`config.mk`:
```
export PLATFORM = sky130hd
export DESIGN_NAME = mul_div_unit
export DESIGN_NICKNAME = d
export VERILOG_FILES = /design/src/rtl/mul_div_unit.sv
export SDC_FILE = /design/constraint.sdc
export NUM_CORES = 1
export LEC_CHECK = 0
export CORE_MARGIN = 2
export CORE_UTILIZATION = 44
export DETAILED_ROUTE_END_ITERATION = 8
export SLEW_MARGIN = 40
export SYNTH_ARGS = -nofsm -noshare
export SYNTH_HDL_FRONTEND = slang
export SYNTH_SLANG_ARGS = --single-unit
```
`constraint.sdc`:
```
create_clock -name clk -period 8.4 [get_ports clk]
set_clock_uncertainty 0.1 [all_clocks]
set_input_delay 0.84 -clock clk [delete_from_list [all_inputs] [get_ports clk]]
set_output_delay 0.84 -clock clk [all_outputs]
set_load 0.01 [all_outputs]
```
`src/rtl/mul_div_unit.sv`:
```
// Iterative multiply/divide unit with architectural HI/LO registers (EX stage).
// Executes MULT/MULTU (shift-add) and DIV/DIVU (restoring), one iteration per
// cycle, plus MTHI/MTLO writes. HI/LO feed the EX result mux directly.
//
// Ports:
//   clk        rising-edge clock
//   rst        asynchronous active-high reset
//   start      launch operation (sampled only while idle)
//   op         00 MULT, 01 MULTU, 10 DIV, 11 DIVU
//   a, b       rs / rt operands
//   mthi/mtlo  write a into HI / LO while idle and not starting
//   busy       operation in progress
//   done       one-cycle pulse, HI/LO hold the new result
//   hi, lo     architectural HI/LO registers
module mul_div_unit #(
  parameter int unsigned WIDTH = 32,
  parameter int unsigned CNT_W = 6
) (
  input  logic             clk,
  input  logic             rst,
  input  logic             start,
  input  logic [1:0]       op,
  input  logic [WIDTH-1:0] a,
  input  logic [WIDTH-1:0] b,
  input  logic             mthi,
  input  logic             mtlo,
  output logic             busy,
  output logic             done,
  output logic [WIDTH-1:0] hi,
  output logic [WIDTH-1:0] lo
);

  localparam int unsigned PW = 2 * WIDTH;

  typedef enum logic [1:0] {
    IDLE = 2'd0,
    CALC = 2'd1,
    FIX  = 2'd2
  } state_e;

  state_e           state_q, state_d;
  logic [CNT_W-1:0] cnt_q, cnt_d;
  logic             is_div_q, is_div_d;
  logic             neg_res_q, neg_res_d;   // negate product / quotient
  logic             neg_rem_q, neg_rem_d;   // negate remainder (dividend sign)
  logic             div_zero_q, div_zero_d;
  logic [WIDTH-1:0] opnd_q, opnd_d;         // multiplicand or divisor magnitude
  logic [WIDTH-1:0] a_raw_q, a_raw_d;       // dividend as presented, for divide-by-zero
  logic [WIDTH-1:0] acc_hi_q, acc_hi_d;     // product high / partial remainder
  logic [WIDTH-1:0] acc_lo_q, acc_lo_d;     // multiplier bits / dividend-then-quotient
  logic [WIDTH-1:0] hi_q, hi_d;
  logic [WIDTH-1:0] lo_q, lo_d;
  logic             busy_q, busy_d;
  logic             done_q, done_d;

  // Operand magnitudes; unsigned ops pass through unchanged.
  logic             op_signed;
  logic [WIDTH-1:0] abs_a, abs_b;
  assign op_signed = ~op[0];
  assign abs_a     = (op_signed && a[WIDTH-1]) ? -a : a;
  assign abs_b     = (op_signed && b[WIDTH-1]) ? -b : b;

  // Shift-add step: conditionally add multiplicand to the upper half, then
  // shift the whole accumulator right with the carry entering at the top.
  logic [WIDTH:0] mul_sum;
  assign mul_sum = {1'b0, acc_hi_q} + (acc_lo_q[0] ? {1'b0, opnd_q} : '0);

  // Restoring-divide step: shift in the next dividend bit and trial-subtract.
  logic [WIDTH:0] div_shift, div_diff;
  logic           div_ge;
  assign div_shift = {acc_hi_q, acc_lo_q[WIDTH-1]};
  assign div_diff  = div_shift - {1'b0, opnd_q};
  assign div_ge    = ~div_diff[WIDTH];

  // Sign correction applied in FIX.
  logic [PW-1:0]    prod, prod_fix;
  logic [WIDTH-1:0] quo_fix, rem_fix;
  assign prod     = {acc_hi_q, acc_lo_q};
  assign prod_fix = neg_res_q ? -prod : prod;
  assign quo_fix  = neg_res_q ? -acc_lo_q : acc_lo_q;
  assign rem_fix  = neg_rem_q ? -acc_hi_q : acc_hi_q;

  // State and datapath registers.
  always_ff @(posedge clk or posedge rst) begin
    if (rst) begin
      state_q    <= IDLE;
      cnt_q      <= '0;
      is_div_q   <= 1'b0;
      neg_res_q  <= 1'b0;
      neg_rem_q  <= 1'b0;
      div_zero_q <= 1'b0;
      opnd_q     <= '0;
      a_raw_q    <= '0;
      acc_hi_q   <= '0;
      acc_lo_q   <= '0;
      hi_q       <= '0;
      lo_q       <= '0;
      busy_q     <= 1'b0;
      done_q     <= 1'b0;
    end else begin
      state_q    <= state_d;
      cnt_q      <= cnt_d;
      is_div_q   <= is_div_d;
      neg_res_q  <= neg_res_d;
      neg_rem_q  <= neg_rem_d;
      div_zero_q <= div_zero_d;
      opnd_q     <= opnd_d;
      a_raw_q    <= a_raw_d;
      acc_hi_q   <= acc_hi_d;
      acc_lo_q   <= acc_lo_d;
      hi_q       <= hi_d;
      lo_q       <= lo_d;
      busy_q     <= busy_d;
      done_q     <= done_d;
    end
  end

  // Next-state and datapath update.
  always_comb begin
    state_d    = state_q;
    cnt_d      = cnt_q;
    is_div_d   = is_div_q;
    neg_res_d  = neg_res_q;
    neg_rem_d  = neg_rem_q;
    div_zero_d = div_zero_q;
    opnd_d     = opnd_q;
    a_raw_d    = a_raw_q;
    acc_hi_d   = acc_hi_q;
    acc_lo_d   = acc_lo_q;
    hi_d       = hi_q;
    lo_d       = lo_q;
    busy_d     = busy_q;
    done_d     = 1'b0;

    unique case (state_q)
      IDLE: begin
        busy_d = 1'b0;
        if (start) begin
          state_d    = CALC;
          busy_d     = 1'b1;
          cnt_d      = '0;
          is_div_d   = op[1];
          neg_res_d  = op_signed & (a[WIDTH-1] ^ b[WIDTH-1]);
          neg_rem_d  = op_signed & op[1] & a[WIDTH-1];
          div_zero_d = op[1] & (b == '0);
          a_raw_d    = a;
          opnd_d     = op[1] ? abs_b : abs_a;
          acc_hi_d   = '0;
          acc_lo_d   = op[1] ? abs_a : abs_b;
        end else begin
          // start has priority over MT writes
          if (mthi) hi_d = a;
          if (mtlo) lo_d = a;
        end
      end

      CALC: begin
        busy_d = 1'b1;
        cnt_d  = cnt_q + CNT_W'(1);
        if (is_div_q) begin
          acc_hi_d = div_ge ? div_diff[WIDTH-1:0] : div_shift[WIDTH-1:0];
          acc_lo_d = {acc_lo_q[WIDTH-2:0], div_ge};
        end else begin
          acc_hi_d = mul_sum[WIDTH:1];
          acc_lo_d = {mul_sum[0], acc_lo_q[WIDTH-1:1]};
        end
        if (cnt_q == CNT_W'(WIDTH - 1)) state_d = FIX;
      end

      FIX: begin
        state_d = IDLE;
        busy_d  = 1'b0;
        done_d  = 1'b1;
        if (!is_div_q) begin
          hi_d = prod_fix[PW-1:WIDTH];
          lo_d = prod_fix[WIDTH-1:0];
        end else if (div_zero_q) begin
          hi_d = a_raw_q;
          lo_d = '1;
        end else begin
          hi_d = rem_fix;
          lo_d = quo_fix;
        end
      end

      default: begin
        state_d = IDLE;
        busy_d  = 1'b0;
      end
    endcase
  end

  assign busy = busy_q;
  assign done = done_q;
  assign hi   = hi_q;
  assign lo   = lo_q;

endmodule
```
==> tab_implementation.tex <==
\begin{tabular}{lr}
\hline
Metric & Value \\
\hline
\multicolumn{2}{l}{\textbf{Place}} \\
Placed Instance Area & 0.0186 sq mm \\
Post-detailed-placement half-perimeter wirelength & between 40,000 and 50,000 microns \\
Number of input and output port buffers inserted & about 140 \\
Pre-CTS setup slack & 3.96 ns \\
Weighted congestion at the end of routability-driven global placement & 0.919 \\
\multicolumn{2}{l}{\textbf{CTS}} \\
Count of hold-fix buffers inserted at cts & 0 \\
Insertion delay to the later sink of the worst-skew pair & 0.58 ns \\
CTS H-tree depth & 1 \\
Clock Pin Slew Worst Setup and Hold Paths & 0.06 ns \\
Clock net sink count & 206 \\
Clock Path Buffers & 3 \\
Number of buffers added by the clock tree synthesis step & 27 \\
Clock Tree Root & sky130\_fd\_sc\_hd\_\_clkbuf\_16 \\
Number of setup buffers added after CTS & 0 \\
Post-CTS resize count & 0 \\
CTS tree & built \\
\multicolumn{2}{l}{\textbf{Drt}} \\
Average routed wire per standard cell & 23.3 microns \\
Detailed router's first-iteration violation count & about 1,600 \\
First-pass detailed-route iteration total & 5 \\
Per-cell via count in the routed design & 6.13 \\
DRC violations left & 0 \\
Aggregate routed wire length & 63,800 microns \\
Routed vias & 16,766 \\
Number of routed nets with antenna violations & 0 \\
\multicolumn{2}{l}{\textbf{Global route}} \\
Wire length of the first global-routing pass & 97,300 microns \\
Pin count of the biggest net entering global routing & approximately 110 \\
Via count of the first global-routing pass & between 15,000 and 20,000 \\
Total GRT Usage & between 30 and 40\% \\
Residual overflow from global routing & 0 \\
Initial antenna violation count & 0 \\
\multicolumn{2}{l}{\textbf{Finish}} \\
Number of inserted diodes & 0 \\
Ratio of cells with drive above 1 in the final layout & 5.30\% \\
Design Area, Final & 0.0196 sq mm \\
Filler cell count in the final layout & 3,704 \\
Number of nets in the finished design & 2,348 \\
Area growth from synthesis to layout & 15.5\% \\
\multicolumn{2}{l}{\textbf{Synthesis}} \\
Most common cell in the netlist & sky130\_fd\_sc\_hd\_\_nand2\_1 \\
Post-synth top area cell & sky130\_fd\_sc\_hd\_\_dfrtp\_1 \\
Synth cell count leaders & sky130\_fd\_sc\_hd\_\_nand2\_1 (309), sky130\_fd\_sc\_hd\_\_o21ai\_0 (211), sky130\_fd\_sc\_hd\_\_dfrtp\_1 (206) \\
Synthesized Nets & $\sim$2,300 \\
Mapped Area & 0.0169 sq mm \\
Portion of synthesized cell area occupied by the leading cell type & 30.4\% \\
Number of enable flip-flop cells after synthesis & 0 \\
Synth area leaders & sky130\_fd\_sc\_hd\_\_dfrtp\_1 (30\%), sky130\_fd\_sc\_hd\_\_nand2\_1 (6.9\%), sky130\_fd\_sc\_hd\_\_o21ai\_0 (6.2\%) \\
Syn Inst Count & about 2,200 \\
Number of different library cells in the post-synthesis netlist & 85 \\
Sequential element share of the synthesized area & a little under a third \\
Mean instance size in the synthesized netlist & $\sim$8 sq um \\
Yosys warns & 0 \\
Post-synth top flop & sky130\_fd\_sc\_hd\_\_dfrtp\_1 \\
Share of flip-flops with an asynchronous set or reset & 100\% \\
Flop and latch count out of synthesis & 206 \\
\multicolumn{2}{l}{\textbf{Timing}} \\
Pins Over Slew Limit & 0 \\
Summed negative setup slack over all endpoints & 0 ns \\
RSZ-0062 raised after global routing & no \\
Least-Margin Pin Slew & around 0.86 ns \\
Worst hold margin & 0.371 ns \\
Share of the clock period used by the worst path & 54.0\% \\
Max Clk Rate & 220 MHz \\
Slew Limit Headroom & between 40\% and 50\% \\
Number of endpoints with negative hold slack in the final report & 0 \\
Setup slack of the critical path after layout & 3.86 ns \\
Final setup violation count & 0 \\
Tmin final & 4.54 ns \\
\multicolumn{2}{l}{\textbf{Power and ir drop}} \\
Leakage power & 0.00806 uW \\
Power density of the placed cells & 382 mW/mm\^{}2 \\
Maximum vdd ir drop & roughly 0.21 mV \\
\multicolumn{2}{l}{\textbf{Critical path}} \\
Startpoint of the worst-slack reg-to-reg timing path & acc\_lo\_q[31] \\
Destination of the critical timing path & acc\_hi\_q[25] \\
Startpoint type of the worst setup path & flip-flop \\
Worst endpoint required time & a little under 9 ns \\
R2R setup slack & slightly below 4 ns \\
Destination of the worst register-to-register timing path & acc\_hi\_q[25] \\
Worst path arrival time & 4.86 ns \\
Worst Path Class, Setup & reg -> reg \\
Largest driver fanout on the critical path & 37 \\
Endpoint kind of the worst setup timing path & flip-flop \\
Setup crit start & acc\_lo\_q[31] \\
Depth of the worst register-to-register path & 14 \\
\multicolumn{2}{l}{\textbf{Outcome}} \\
Status & complete, no violations \\
\multicolumn{2}{l}{\textbf{Worst hold path}} \\
Hold depth & 2 \\
Class of the worst hold path & reg -> reg \\
\multicolumn{2}{l}{\textbf{Floorplan}} \\
Placeable core area & about 0.038 sq mm \\
Die height & roughly 200 microns \\
Rows & 71 \\
Initial core utilization & 44.8\% \\
Chip width & 200 microns \\
Die footprint & 0.0401 sq mm \\
Top-level port count & 137 \\
\multicolumn{2}{l}{\textbf{Run}} \\
Maximum capacitance violations & 0 \\
\hline
\end{tabular}
## critical path, cell delays in order (launching register included)
cell and delay (ns):
sky130_fd_sc_hd__dfrtp_1 0.48, sky130_fd_sc_hd__inv_1 0.16, sky130_fd_sc_hd__ha_1 0.25, sky130_fd_sc_hd__fa_1 0.40, sky130_fd_sc_hd__nand2b_1 0.20, sky130_fd_sc_hd__a211oi_1 0.40, sky130_fd_sc_hd__o211ai_1 0.31, sky130_fd_sc_hd__a31oi_1 0.28
sky130_fd_sc_hd__o21ba_2 0.15, sky130_fd_sc_hd__o21ai_1 0.14, sky130_fd_sc_hd__xnor2_4 0.34, sky130_fd_sc_hd__buf_4 0.53, sky130_fd_sc_hd__mux2_2 0.39, sky130_fd_sc_hd__a22oi_1 0.15, sky130_fd_sc_hd__o21ai_0 0.10
## area by class of cell
class	instances	area, sq um	share of cell area (%)
clock buffers	38	757	3.87
clock inverters	10	215	1.10
inverters	71	279	1.43
multi-input cells	1740	10900	55.9
flip-flops and latches	206	5160	26.4
well taps	511	639	3.27
repair buffers	160	1580	8.06
## state kept, by name, summed over array words and instances (netlist names)
| name | flops |
|---|---|
| hi | 32 |
| is_div_q | 1 |
| done | 1 |
| cnt_q | 6 |
| neg_rem_q | 1 |
| div_zero_q | 1 |
| a_raw_q | 32 |
| busy | 1 |
| acc_hi_q | 32 |
| acc_lo_q | 32 |
| state_q | 2 |
| opnd_q | 32 |
| neg_res_q | 1 |
| lo | 32 |
## report_power, final
group / switching (uW) / internal, uW / leakage, uW
registers: 625 / 1350 / 0.00247
clock network: 478 / 810 / 0.000476
logic: 2400 / 1810 / 0.00511
## cells in the final DEF, fill, tap and decap left out, types with 9 or more instances in the layout
cell / n
sky130_fd_sc_hd__a211oi_1: 65
sky130_fd_sc_hd__a21o_1: 22
sky130_fd_sc_hd__a21oi_1: 172
sky130_fd_sc_hd__a221oi_1: 14
sky130_fd_sc_hd__a22oi_1: 16
sky130_fd_sc_hd__a31oi_1: 21
sky130_fd_sc_hd__and3_1: 19
sky130_fd_sc_hd__buf_4: 20
sky130_fd_sc_hd__clkbuf_16: 27
sky130_fd_sc_hd__clkdlybuf4s50_1: 135
sky130_fd_sc_hd__dfrtp_1: 204
sky130_fd_sc_hd__ha_1: 69
sky130_fd_sc_hd__inv_1: 69
sky130_fd_sc_hd__mux2i_1: 63
sky130_fd_sc_hd__nand2_1: 307
sky130_fd_sc_hd__nand2b_1: 24
sky130_fd_sc_hd__nand3_1: 29
sky130_fd_sc_hd__nor2_1: 184
sky130_fd_sc_hd__nor2b_1: 17
sky130_fd_sc_hd__nor3_1: 41
sky130_fd_sc_hd__nor4_1: 13
sky130_fd_sc_hd__o211ai_1: 26
sky130_fd_sc_hd__o21a_1: 13
sky130_fd_sc_hd__o21ai_0: 211
sky130_fd_sc_hd__o21ai_1: 9
sky130_fd_sc_hd__o221ai_1: 13
sky130_fd_sc_hd__o22ai_1: 39
sky130_fd_sc_hd__o31ai_1: 22
sky130_fd_sc_hd__or3_1: 15
sky130_fd_sc_hd__xnor2_1: 103
sky130_fd_sc_hd__xor2_1: 80
## stage by stage
| stage | cells | power [uW] | utilization, % |
|---|---|---|---|
| 6_report | 2736 | 7470 | 51.8 |
| 4_1_cts | 2736 | 7420 | 51.8 |
| 3_3_place_gp | 2686 | 6040 | 49.0 |
| 5_1_grt | 2736 | 8010 | 51.8 |
| 3_5_place_dp | 2688 | 6100 | 49.2 |
| 2_1_floorplan | 2175 | 4860 | - |
## worst min path at each step
stage,start,endpoint
after floorplan,a_raw_q[16],a_raw_q[16]
after global placement,a_raw_q[16],a_raw_q[16]
after detailed placement,a_raw_q[2],a_raw_q[2]
after CTS,a_raw_q[2],a_raw_q[2]
after global routing,a_raw_q[25],a_raw_q[25]
final,a_raw_q[2],a_raw_q[2]
## cells by family (layout without fill, tap and decap cells)
group	Yosys count	in the layout	synth area share, %
muxes	66	66	3.92
adders and majority gates	71	71	5.34
AOI/OAI and AO/OA	704	704	25.9
buffers and inverters	229	279	5.33
DFF	206	206	30.4
xor gates and xnor gates	184	184	9.56
and+or+nand+nor	715	715	19.5
## metal layers
layer	track usage (%)	vias up	wire length, microns	part of all wire [%]
li1	-	7835	-	-
met1	41.7	8070	27200	43
met2	50.0	721	28700	45
met3	3.17	140	4340	6.8
met4	15.9	0	3550	5.6
met5	0	-	0	0
(Power assumes the default switching activity.)
